[config.mk]
export PLATFORM = sky130hd
export DESIGN_NAME = decoder_scan
export DESIGN_NICKNAME = d
export VERILOG_FILES = /design/src/rtl/decoder_scan.sv
export SDC_FILE = /design/constraint.sdc
export NUM_CORES = 1
export LEC_CHECK = 0
export ABC_AREA = 0
export CAP_MARGIN = 20
export CORE_AREA = 2 2 39 41
export CTS_BUF_LIST = sky130_fd_sc_hd__clkbuf_8
export CTS_CLUSTER_DIAMETER = 50
export CTS_CLUSTER_SIZE = 40
export DETAILED_ROUTE_END_ITERATION = 8
export DIE_AREA = 0 0 41 43
export PLACE_DENSITY_LB_ADDON = 0.08
export REMOVE_ABC_BUFFERS = 1
export SLEW_MARGIN = 20
export SYNTH_ARGS = -nofsm -noshare
export SYNTH_HDL_FRONTEND = slang
export SYNTH_SLANG_ARGS = --single-unit
export TNS_END_PERCENT = 30
[constraint.sdc]
create_clock -name clk -period 1.25 [get_ports clk]
set_clock_uncertainty 0.2 [all_clocks]
set_input_delay 0.375 -clock clk [delete_from_list [all_inputs] [get_ports clk]]
set_output_delay 0.375 -clock clk [all_outputs]
set_load 0.005 [all_outputs]
[src/rtl/decoder_scan.sv]
// N-to-2^N decoder with registered one-hot output, enable and optional scan mode.
// Scan mode (walking index with programmable dwell) is built only when DECODER_SCAN_EN is defined.
//
// state  | meaning
// IDLE   | disabled, y forced to zero, idx held
// DIRECT | y follows 1<<w with one cycle latency
// SCAN   | index walks through the outputs, each held dwell+1 cycles
module decoder_scan #(
  parameter int N       = 2,
  parameter int DWELL_W = 4
) (
  input  logic               clk,
  input  logic               rst_n,
  input  logic               en,
  input  logic [N-1:0]       w,
  input  logic               scan,
  input  logic [DWELL_W-1:0] dwell,
  output logic [(1<<N)-1:0]  y,
  output logic [N-1:0]       idx,
  output logic               wrap
);

  localparam int M = 1 << N;
  localparam logic [M-1:0] ONE = M'(1);

`ifdef DECODER_SCAN_EN
  typedef enum logic [1:0] {IDLE, DIRECT, SCAN} state_t;
`else
  typedef enum logic [1:0] {IDLE, DIRECT} state_t;
`endif

  state_t         state, state_nxt;
  logic [M-1:0]   y_nxt;
  logic [N-1:0]   idx_nxt;

`ifdef DECODER_SCAN_EN
  logic [DWELL_W-1:0] cnt, cnt_nxt;
  logic               wrap_nxt;
  logic [N-1:0]       idx_inc;

  assign idx_inc = idx + N'(1);

  always_comb begin
    state_nxt = state;
    y_nxt     = y;
    idx_nxt   = idx;
    cnt_nxt   = cnt;
    wrap_nxt  = 1'b0;
    if (!en) begin
      state_nxt = IDLE;
      y_nxt     = '0;
      cnt_nxt   = '0;
    end else if (scan) begin
      if (state != SCAN) begin
        state_nxt = SCAN;
        idx_nxt   = w;
        y_nxt     = ONE << w;
        cnt_nxt   = dwell;
      end else if (cnt != '0) begin
        cnt_nxt = cnt - DWELL_W'(1);
      end else begin
        // dwell is re-sampled only here, so mid-dwell changes take effect at the next step
        idx_nxt  = idx_inc;
        y_nxt    = ONE << idx_inc;
        cnt_nxt  = dwell;
        wrap_nxt = &idx;
      end
    end else begin
      state_nxt = DIRECT;
      idx_nxt   = w;
      y_nxt     = ONE << w;
      cnt_nxt   = '0;
    end
  end

  always_ff @(posedge clk or negedge rst_n) begin
    if (!rst_n) begin
      cnt  <= '0;
      wrap <= 1'b0;
    end else begin
      cnt  <= cnt_nxt;
      wrap <= wrap_nxt;
    end
  end
`else
  logic unused_scan;
  assign unused_scan = ^{scan, dwell};
  assign wrap        = 1'b0;

  always_comb begin
    state_nxt = state;
    y_nxt     = y;
    idx_nxt   = idx;
    if (!en) begin
      state_nxt = IDLE;
      y_nxt     = '0;
    end else begin
      state_nxt = DIRECT;
      idx_nxt   = w;
      y_nxt     = ONE << w;
    end
  end
`endif

  always_ff @(posedge clk or negedge rst_n) begin
    if (!rst_n) begin
      state <= IDLE;
      y     <= '0;
      idx   <= '0;
    end else begin
      state <= state_nxt;
      y     <= y_nxt;
      idx   <= idx_nxt;
    end
  end

endmodule

==> metrics.txt <==
Vias 141; Fmax 780.5 MHz; Final Cell Area 341.6 um^2; fin crit period 1.281 ns; CP cell instances buf_2; global-route wire length before repair 634 um; antenna cells 0; Iter 0 DRT Violations 2; # hold bufs at CTS 0; postcts setup bufs 0; Total GRT Usage 0.05960; pin count of the biggest net entering global routing 7; number of max-cap violations 0; Crit. End Element primary output; Crit path depth 1; Final setup viols 3; cell count after synthesis 14; status finished with violations; total power 0.5449 mW; placed cell areas 331.6 um^2; Area contributors post-synth dfrtp_1 (69%), mux2_2 (10%), and3b_2 (9.1%), and3_2 (3.4%), buf_4 (3.4%); fin crit share 1.025; clk root buf clkbuf_8; clk sinks 6; PnR worst setup slack -0.03124 ns; reg-to-reg setup timing slack 0.31 ns; Crit path max-delay family flip-flops; RSZ-0062 raised after global routing yes; CP startpoint idx[1]; Routed WL per cell 9.500 um; Ports 17; area grow syn2layout 56.00%; Worst setup SP type flip-flop; H-tree Lvls 1; routed wire length 399 um; synth warn 0; top cell type's share of synthesized area 0.6857; I/O Buffers 10; Hold Fails Final Rpt 0; CP max stage cell dfrtp_1; max incr delay on CP 0.36 ns; CP arrival 0.71 ns; share of layout cells above drive strength 1 0.5385; grt ovf 0; maximum VDD drop 0.9057 mV; count of final max-slew check failures 0; vias in the first global route 150; Die Ht 43 um; DR vias/cell 3.357; initial core utilization 0.1582; Placer Congestion 0.6655; Seq cells post-synth 6; Pleak 0.1727 nW; Crit Path Category reg2out; most frequent cells in the layout dfrtp_1 (6), clkbuf_2 (5), clkbuf_8 (3), clkdlybuf4s50_1 (3); worst-path fanout max 2; Fillers 147; worst min path class in2async; core area 1384 um^2; worst reg2reg path depth 1; Clk pin slew, worst setup/hold paths 0.04 ns; Detail Route Antenna Nets 0; Avg Inst Size Synth 15.64 um^2; Synth cell types 7; Synth Cell Area 219.0 um^2; reg-to-reg endpoint idx[0]; Power Dens Cells 1595 nW/um^2; Net count, final 38; Rows 14; Clock Path Buffers 2; TritonCTS clock tree built; critical path buffer and inverter count 1; Synth area leader dfrtp_1; drt pass-1 iters 2; CTS Buf Count 3; r2r startpoint idx[0]; clock latency on the worst-skew pair 0.22 ns; failing checks setup timing; Seq/Total Area, Yosys 0.6857; die area 1763 um^2; DR DRC count 0; commonest non-fill, non-tap cell in the layout dfrtp_1; CP endpoint idx[1]; worst path required time 0.68 ns; die width 41 um; initial antenna violation count 0
[Yosys cell counts]
cell type and number:
buf_4 1, conb_1 1, nor3b_1 1, and3_2 1, dfrtp_1 6, and3b_2 2, mux2_2 2
[what timing repair did]
action,CTS,global route
gates cloned,0,0
endpoints found under the setup margin,8,6
resized for setup,15,5
[metrics by stage]
step	hold slack, ns	utilization	setup TNS [ns]	cells	worst slack, ns
global placement	0.2917	0.2396	-2.232	39	-0.3612
finish	0.1991	0.2468	-0.05397	42	-0.03124
floorplan	-0.1206	-	0	13	0.2532
detailed placement	0.2993	0.2396	-2.196	39	-0.3568
global route	0.2169	0.2468	-0.2042	42	-0.05779
CTS	0.2022	0.2649	-0.5460	42	-0.1237
[area by class of cell]
cell class                 instances  area [um^2]  share of cell area
multi-input combinational          7        61.31              0.1795
clock buffer                       3        41.29              0.1209
timing repair buffer              10        68.82              0.2015
tap                               16        20.02             0.05861
sequential                         6        150.1              0.4396
[metal layers]
metal	vias to the layer above	routed length [um]	global-route usage
li1	69	-	-
met1	66	169	0.05902
met2	6	179	0.07813
met3	0	51	0.06806
met4	0	0	0.02000
met5	-	0	0
[power by group]
part	internal [mW]	switching (mW)	leakage (nW)
sequential	0.207	0.00390	0.0772
combinational	0.0269	0.0181	0.0739
clock	0.207	0.0824	0.0216
total	0.440	0.104	0.173
[worst min-delay path by stage]
stage | from | end | slack, ns | cells after the start
detailed placement | idx[1] | idx[1] | 0.30 | 1
CTS | rst_n | y[3] | 0.20 | 1
floorplan | rst_n | idx[0] | -0.12 | 0
global route | rst_n | y[3] | 0.22 | 1
finish | rst_n | y[3] | 0.20 | 1
global placement | idx[1] | idx[1] | 0.29 | 1
[flip-flops by register name, summed over array words and instances, names as in the netlist]
signal,cells
y,4
idx,2
[kinds of logic after synthesis]
| logic type | share of synthesized area |
|---|---|
| simple gates | 0.1600 |
| flops | 0.6857 |
| buf+inv | 0.03430 |
| mux | 0.1028 |
| other cells | 0.01713 |
Note: power is estimated with default switching activity, not from simulation.
